--- src/rtl/mag_comp_pkg.sv ---
// Shared types and constants for the bit-serial magnitude comparator family.
package mag_comp_pkg;

    typedef enum logic {
        IDLE = 1'b0,
        RUN  = 1'b1
    } state_t;

    // Result one-hot, packed as {gt, lt, eq}
    localparam logic [2:0] RES_NONE = 3'b000;
    localparam logic [2:0] RES_EQ   = 3'b001;
    localparam logic [2:0] RES_LT   = 3'b010;
    localparam logic [2:0] RES_GT   = 3'b100;

    function automatic int idx_width(input int width);
        return (width <= 2) ? 1 : $clog2(width);
    endfunction

endpackage

--- src/rtl/mag_bit_step.sv ---
// Single-bit compare step: flags a differing bit and which operand it favours.
// In signed mode the MSB carries negative weight, so its polarity is inverted.
module mag_bit_step (
    input  logic a_bit,
    input  logic b_bit,
    input  logic is_msb,
    input  logic signed_mode,
    output logic differ,
    output logic a_greater
);

    always_comb begin
        differ    = a_bit ^ b_bit;
        a_greater = (is_msb && signed_mode) ? b_bit : a_bit;
    end

endmodule

--- src/rtl/mag_comp_serial.sv ---
// Bit-serial MSB-first magnitude comparator, unsigned or two's-complement per operation.
// Result registers hold the last outcome until the next compare finishes.
module mag_comp_serial
    import mag_comp_pkg::*;
#(
    parameter int WIDTH      = 8,
    parameter int EARLY_EXIT = 0
) (
    input  logic             clk,
    input  logic             rst,
    input  logic             start,
    input  logic             signed_mode,
    input  logic [WIDTH-1:0] a,
    input  logic [WIDTH-1:0] b,
    output logic             busy,
    output logic             done,
    output logic             eq,
    output logic             lt,
    output logic             gt
);

    localparam int IW = idx_width(WIDTH);
    localparam logic [IW-1:0] IDX_MAX = IW'(WIDTH - 1);

    state_t           state_q, state_d;
    logic [WIDTH-1:0] a_q, a_d;
    logic [WIDTH-1:0] b_q, b_d;
    logic             sm_q, sm_d;
    logic [IW-1:0]    idx_q, idx_d;
    logic             decided_q, decided_d;
    logic             a_gt_q, a_gt_d;
    logic [2:0]       res_q, res_d;
    logic             done_q, done_d;

    logic             bit_differ;
    logic             bit_a_greater;
    logic             finish;

    mag_bit_step u_step (
        .a_bit       (a_q[idx_q]),
        .b_bit       (b_q[idx_q]),
        .is_msb      (idx_q == IDX_MAX),
        .signed_mode (sm_q),
        .differ      (bit_differ),
        .a_greater   (bit_a_greater)
    );

    always_comb begin
        state_d   = state_q;
        a_d       = a_q;
        b_d       = b_q;
        sm_d      = sm_q;
        idx_d     = idx_q;
        decided_d = decided_q;
        a_gt_d    = a_gt_q;
        res_d     = res_q;
        done_d    = 1'b0;
        finish    = 1'b0;

        case (state_q)
            IDLE: begin
                if (start) begin
                    a_d       = a;
                    b_d       = b;
                    sm_d      = signed_mode;
                    idx_d     = IDX_MAX;
                    decided_d = 1'b0;
                    a_gt_d    = 1'b0;
                    state_d   = RUN;
                end
            end
            RUN: begin
                // Only the first differing bit from the MSB decides; later ones are ignored.
                if (!decided_q && bit_differ) begin
                    decided_d = 1'b1;
                    a_gt_d    = bit_a_greater;
                end
                finish = (idx_q == '0) || ((EARLY_EXIT != 0) && bit_differ);
                if (finish) begin
                    state_d = IDLE;
                    done_d  = 1'b1;
                    if (decided_d) begin
                        res_d = a_gt_d ? RES_GT : RES_LT;
                    end else begin
                        res_d = RES_EQ;
                    end
                end else begin
                    idx_d = idx_q - IW'(1);
                end
            end
            default: state_d = IDLE;
        endcase
    end

    always_ff @(posedge clk) begin
        if (rst) begin
            state_q   <= IDLE;
            a_q       <= '0;
            b_q       <= '0;
            sm_q      <= 1'b0;
            idx_q     <= '0;
            decided_q <= 1'b0;
            a_gt_q    <= 1'b0;
            res_q     <= RES_NONE;
            done_q    <= 1'b0;
        end else begin
            state_q   <= state_d;
            a_q       <= a_d;
            b_q       <= b_d;
            sm_q      <= sm_d;
            idx_q     <= idx_d;
            decided_q <= decided_d;
            a_gt_q    <= a_gt_d;
            res_q     <= res_d;
            done_q    <= done_d;
        end
    end

    assign busy = (state_q == RUN);
    assign done = done_q;
    assign eq   = res_q[0];
    assign lt   = res_q[1];
    assign gt   = res_q[2];

endmodule

--- config.mk ---
export PLATFORM = sky130hd
export DESIGN_NAME = mag_comp_serial
export DESIGN_NICKNAME = d
export VERILOG_FILES = /design/src/rtl/mag_comp_pkg.sv /design/src/rtl/mag_bit_step.sv /design/src/rtl/mag_comp_serial.sv
export SDC_FILE = /design/constraint.sdc
export NUM_CORES = 1
export LEC_CHECK = 0
export ABC_CLOCK_PERIOD_IN_PS = 5400
export CORE_MARGIN = 3
export CORE_UTILIZATION = 53
export DETAILED_ROUTE_END_ITERATION = 8
export GPL_TIMING_DRIVEN = 0
export PLACE_DENSITY = 0.82
export SLEW_MARGIN = 0
export SYNTH_ARGS = -nofsm -noshare
export SYNTH_HDL_FRONTEND = slang
export SYNTH_HIERARCHICAL = 1
export SYNTH_SLANG_ARGS = --single-unit
export TNS_END_PERCENT = 30
--- constraint.sdc ---
create_clock -name clk -period 5.4 [get_ports clk]
set_clock_uncertainty 0.15 [all_clocks]
set_input_delay 0.54 -clock clk [delete_from_list [all_inputs] [get_ports clk]]
set_output_delay 0.54 -clock clk [all_outputs]
set_load 0.01 [all_outputs]
==> flow_summary.yaml, run 1 <==
status:
  outcome: "completed"
setup_path:
  crit_arrival_ps: 2440
  ff2ff_setup_slack_ps: 3030
  path_max_fanout: 6
  worstSetupStartpointType: "flop"
  required_ps: 5470
  crit_type: "flop to flop"
  rr_worst_depth: 7
  r2r_end: "res_q[2]"
  r2r_start: "idx_q[1]"
  end_kind: "flop"
finish:
  diodes: 0
  stdcell_area_um2: 1530
  area_growth_syn_to_layout_pct: 23.5
  nets: 189
  finalNonFillerCells: 192
  drive_gt1_share_pct: 10.3
floorplanning:
  pin_count: 25
  die_area_um2: 2950
  initial_core_util_pct: 59.3
  dieHeight_um: 54.3
  coreArea_um2: 2080
  rows: 16
  die_width_um: 54.3
timing:
  min_period_ps: 2370
  fmax_mhz: 421
  fin_crit_sh_pct: 43.9
  drv_slew: 0
  finalSetupTns_ps: 0
  timing.slew.headroom_pct: 68.3
  tightestPinTransition_ps: 476
  hold_viol_final: 0
  final-setup-viol-count: 0
  rsz0062_at_grt: "false"
synthesis:
  synth_mux_area_share_pct: 11.0
  synthSimpleGateAreaFrac_pct: 21.3
  synthFlopType: "dfxtp_1"
  synth_compound_area_share_pct: 13.9
  synthDominantCellAreaShare_pct: 43.8
  avgSynthCellArea_um2: 8.95
  synth_warnings: 6
  synth_edf_count: 0
  syn_area_um2: 1230
  synth_top_family_by_area: "simple AND/OR/NAND/NOR gates"
  ys_seq_elements: 27
  async_flop_share_pct: 0
  synthXorXnorAreaFrac_pct: 0.709
  yosys.area.top_type: "dfxtp_1"
  ys_seq_area_share_pct: 43.8
  synth.distinct_cells: 31
  synthTopCellsByArea: "dfxtp_1 (44%), nand2_1 (13%), a21oi_1 (8.1%)"
  synth_nets: 161
  synthAdderAreaFrac_pct: 3.04
  syn_inst: 138
placement:
  placed_cell_area_um2: 1500
  io_buffer_count: 23
  hpwl_um: 1870
  gp_congestion: 0.850
  dp.cells: 188
global_routing:
  grt_max_degree: 15
  overflow: 0
  first_global_vias: 998
  antenna_found_initial: 0
  grt_pass1_wl_um: 4180
  track_usage_pct: 19.5
cts:
  cts_resized: 0
  clkSinkCount: 27
  cts-root-buf: "clkbuf_4"
  hold_buffers: 0
  cts_max_path_buffers: 2
  tritoncts: "yes"
  numCtsBuffers: 3
  cts.clk_slew.worst_paths_ps: 130
  clk-insertion-delay-late_ps: 310
  cts_htree_levels: 1
  cts_setup_buffers: 0
route:
  wl_met3_um: 88
  met1Wirelength_um: 1040
  wl_met2_um: 1290
  drc: 0
  ant_nets: 0
  drt_iter0_drc: 19
  avgViaCountPerCell: 5.27
  via_count: 1011
  top_layer: "met4"
  dr.pass1.iters: 4
  drt_wl_total_um: 2430
  post_drt_wl_per_cell_um: 12.7
min_path:
  whs_endpoint: "a_q[0]"
  min_path_cells: 2
  min-delay-start: "a_q[0]"
  hold_path.class: "flop to flop"
pwr:
  power_density_nw_per_um2: 260
  cellLeakagePower_uw: 0.000633
  ir_worst_vdd_mv: 0.188
job:
  drv_cap: 0
## logic make-up (layout without fill, tap and decap cells)
group                    after synthesis  in the layout
AO/OA/AOI/OAI                         28             28
XOR/XNOR                               1              1
adder cells (fa/ha/maj)                3              3
buffers and inverters                 12             39
flip-flops                            27             27
multiplexers                           7              7
AND/OR/NAND/NOR                       60             60
## critical path, stage by stage (launching register included)
cell and delay, ps:
dfxtp_1 520, mux4_1 590, nand2_1 90, nand2_1 90
xor2_1 170, and2b_2 230, mux2i_1 150, o41ai_2 310
## per-layer routing
| metal | up-vias | GRT usage, % |
|---|---|---|
| met5 | - | 0 |
| met4 | 0 | 7.88 |
| met3 | 2 | 3.00 |
| met2 | 18 | 34.7 |
| met1 | 473 | 23.3 |
| li1 | 518 | - |
## Yosys cell counts (2+ instances only)
cell	count
a21oi_1	20
a31o_2	2
buf_2	2
buf_4	2
buf_6	3
dfxtp_1	27
ha_1	3
inv_1	3
mux2i_1	2
mux4_1	3
nand2_1	44
nand2b_1	2
nand3_1	2
nor2_1	6
## per-stage QoR
stage / util [%] / worst slack [ps] / total power (uW) / hold slack (ps)
final: 73.3 / 3030 / 396 / 315
after global routing: 73.3 / 2890 / 420 / 332
after CTS: 73.3 / 3010 / 399 / 315
after detailed placement: 72.0 / 3030 / 319 / 297
after global placement: 72.0 / 3090 / 315 / 289
after floorplan: - / 3240 / 287 / 282
## report_power, final
group          internal, uW  switching, uW
Clock                  28.8           53.7
Sequential              213           9.11
Combinational          48.4           43.7
Total                   290            107
## flip-flops by register name, summed over array words and instances, names as in the netlist
name       count
a_gt_q         1
a_q            8
b_q            8
busy           1
decided_q      1
done           1
idx_q          3
res_q          3
sm_q           1
## placed cells by master, fill, tap and decap left out, drive strengths merged, types with 3 or more instances in the layout
cell / count
dfxtp: 27
buf: 8
inv: 3
ha: 3
nor2: 6
a21oi: 20
clkdlybuf4s50: 23
nand2: 44
mux4: 4
clkbuf: 5
## layout make-up
| type | instances | area (um2) |
|---|---|---|
| inverters | 3 | 11.3 |
| clock buffers | 4 | 26.3 |
| well taps | 27 | 33.8 |
| repair buffers | 23 | 230 |
| plain buffers | 9 | 66.3 |
| flip-flops and latches | 27 | 541 |
| multi-input cells | 99 | 617 |
| fillers | 172 | 557 |
## how the worst max path moves through the flow
stage	from	end	slack, ps	depth (start not counted)
final	idx_q[1]	res_q[2]	3030	7
after global placement	idx_q[1]	res_q[2]	3090	7
after global routing	idx_q[1]	res_q[2]	2890	7
after detailed placement	idx_q[1]	res_q[2]	3030	7
after CTS	idx_q[1]	res_q[2]	3010	7
after floorplan	idx_q[1]	res_q[2]	3240	7
No activity file was read; power rests on OpenSTA's default activity.
==> run 2: changes to the inputs <==
- ABC_CLOCK_PERIOD_IN_PS: 5400 -> 2260
- CORE_UTILIZATION: 53 -> 50
- PLACE_DENSITY: 0.82 -> 0.78
- clock period: 5.4 -> 2.26 ns (I/O delays scaled with it)
==> run 2 against run 1 <==
  * Worst hold slack worse by 280 ps
  * Non-clock buffer count up 5
  * Power is 150% higher
  * Wire length grew 9.3%
==> flow_summary.yaml, run 2 (synthesis results as in run 1) <==
route:
  drt_iter0_drc: 21
  post_drt_wl_per_cell_um: 13.4
  avgViaCountPerCell: 5.36
  via_count: 1061
  drc: 0
  drt_wl_total_um: 2650
  dr.pass1.iters: 4
  ant_nets: 0
pwr:
  seqPwrFrac_pct: 53.8
  internal-power_uw: 708
  ir_worst_vdd_mv: 0.470
  p_total_uw: 988
  swShare_pct: 28.3
  power_frac_comb_pct: 25.2
  p_switching_uw: 280
  p_clk_share_pct: 20.9
  power_density_nw_per_um2: 626
  cellLeakagePower_uw: 0.000642
timing:
  fin_crit_sh_pct: 96.5
  hold_viol_final: 0
  drv_slew: 0
  fmax_mhz: 458
  tightestPinTransition_ps: 500
  hold_ws_ps: 33.0
  final-setup-viol-count: 0
  rsz0062_at_grt: "false"
  min_period_ps: 2180
  timing.slew.headroom_pct: 66.7
global_routing:
  antenna_found_initial: 0
  overflow: 0
  grt_pass1_wl_um: 4420
  track_usage_pct: 17.5
  first_global_vias: 1013
  grt_max_degree: 16
setup_path:
  slowest_delay_ps: 400
  crit_type: "flop to flop"
  required_ps: 2350
  crit_top_cell: "buf_4"
  worstSetupStartpointType: "flop"
  cp_slowest_cell: "dfxtp_4"
  crit_path_cell_trace: "buf_4, buf_4, mux4_2, nand2_1, nand2_2, xor2_2, and2b_2, mux2i_2, o41ai_2"
  crit_arrival_ps: 2270
  end_kind: "flop"
  path_max_fanout: 4
placement:
  dp.cells: 189
  hpwl_um: 1870
  io_buffer_count: 23
  gp_congestion: 0.883
  placed_cell_area_um2: 1500
finish:
  final_common_cell: "nand2_1"
  seq_area_um2: 546
  multi_input_area_um2: 624
  top_regs: "a_q x8, b_q x8"
  stdcell_area_um2: 1580
  drive_gt1_share_pct: 19.4
  fillers: 193
  final_cell_mix: "nand2_1 (41), dfxtp_1 (25), clkdlybuf4s50_1 (23)"
  fin_util_pct: 69.3
  diodes: 0
  nets: 194
  finalNonFillerCells: 198
  area_growth_syn_to_layout_pct: 27.8
cts:
  cts_max_path_buffers: 2
  cts_htree_levels: 1
  clk-insertion-delay-late_ps: 320
  numCtsBuffers: 3
  hold_buffers: 0
  tritoncts: "yes"
  cts.clk_slew.worst_paths_ps: 140
  clkSinkCount: 27
  cts-root-buf: "clkbuf_4"
floorplanning:
  dieHeight_um: 55.7
  rows: 17
  initial_core_util_pct: 54.3
  coreArea_um2: 2280
  die_width_um: 55.7
  die_area_um2: 3100
  pin_count: 25
job:
  drv_cap: 0
status:
  outcome: "completed"
min_path:
  hold_path.class: "input pin to flop"
run 2: cell types whose count changed in the layout (fill, tap and decap cells not counted), sizes merged:
| cell | change |
|---|---|
| clkinv | +1 |
| clkbuf | -1 |
| buf | +5 |
run 2: metal layers:
| metal | vias to the layer above | wire length [um] | track usage [%] |
|---|---|---|---|
| met3 | 4 | 89 | 3.02 |
| met1 | 509 | 1160 | 21.0 |
| met2 | 18 | 1380 | 31.3 |
| li1 | 530 | - | - |
| met4 | 0 | 23 | 6.25 |
| met5 | - | 0 | 0 |
run 2: final cells by class:
type / count / area share, %
plain buffers: 9 / 4.20
flip-flops and latches: 27 / 34.6
clock inverters: 1 / 0.317
multi-input cells: 99 / 39.6
well taps: 28 / 2.22
clock buffers: 3 / 1.43
inverters: 3 / 0.714
repair buffers: 28 / 17.0
run 2: worst max-delay path: cells and delay by family (launching register included):
family          cells  cell delay, ps
mux                 2             440
buf+inv             2             270
compound gates      1             270
flops               1             400
simple gates        3             390
xor+xnor            1             190
run 2: path summary, 6_finish.rpt:
kind / startpoint / end / slack, ps / cells past startpoint
max reg2reg: idx_q[1] / res_q[2] / 80 / 9
max: idx_q[1] / res_q[2] / 80 / 9
min: rst / b_q[7] / 30 / 2
min reg2reg: b_q[5] / b_q[5] / 320 / 2
run 2: metrics by stage:
stage | TNS, ps | setup slack (ps)
after global placement | -147 | -86.7
after global routing | 0 | 10.2
after CTS | 0 | 18.6
final | 0 | 78.3
after floorplan | 0 | 100
after detailed placement | -239 | -131
run 2: timing repair:
item | CTS | global route
pin swaps | 0 | 2
resized for setup | 5 | 6
endpoints found under the setup margin | 3 | 2
buffers inserted | 2 | 3
gates cloned | 0 | 0
run 2: power by group through the flow:
stage          registers, uW  logic, uW  clock network (uW)
3_5_place_dp             541        222                   0
5_1_grt                  536        274                 233
6_report                 532        249                 207
3_3_place_gp             539        214                   0
2_1_floorplan            537        147                   0
4_1_cts                  530        235                 213
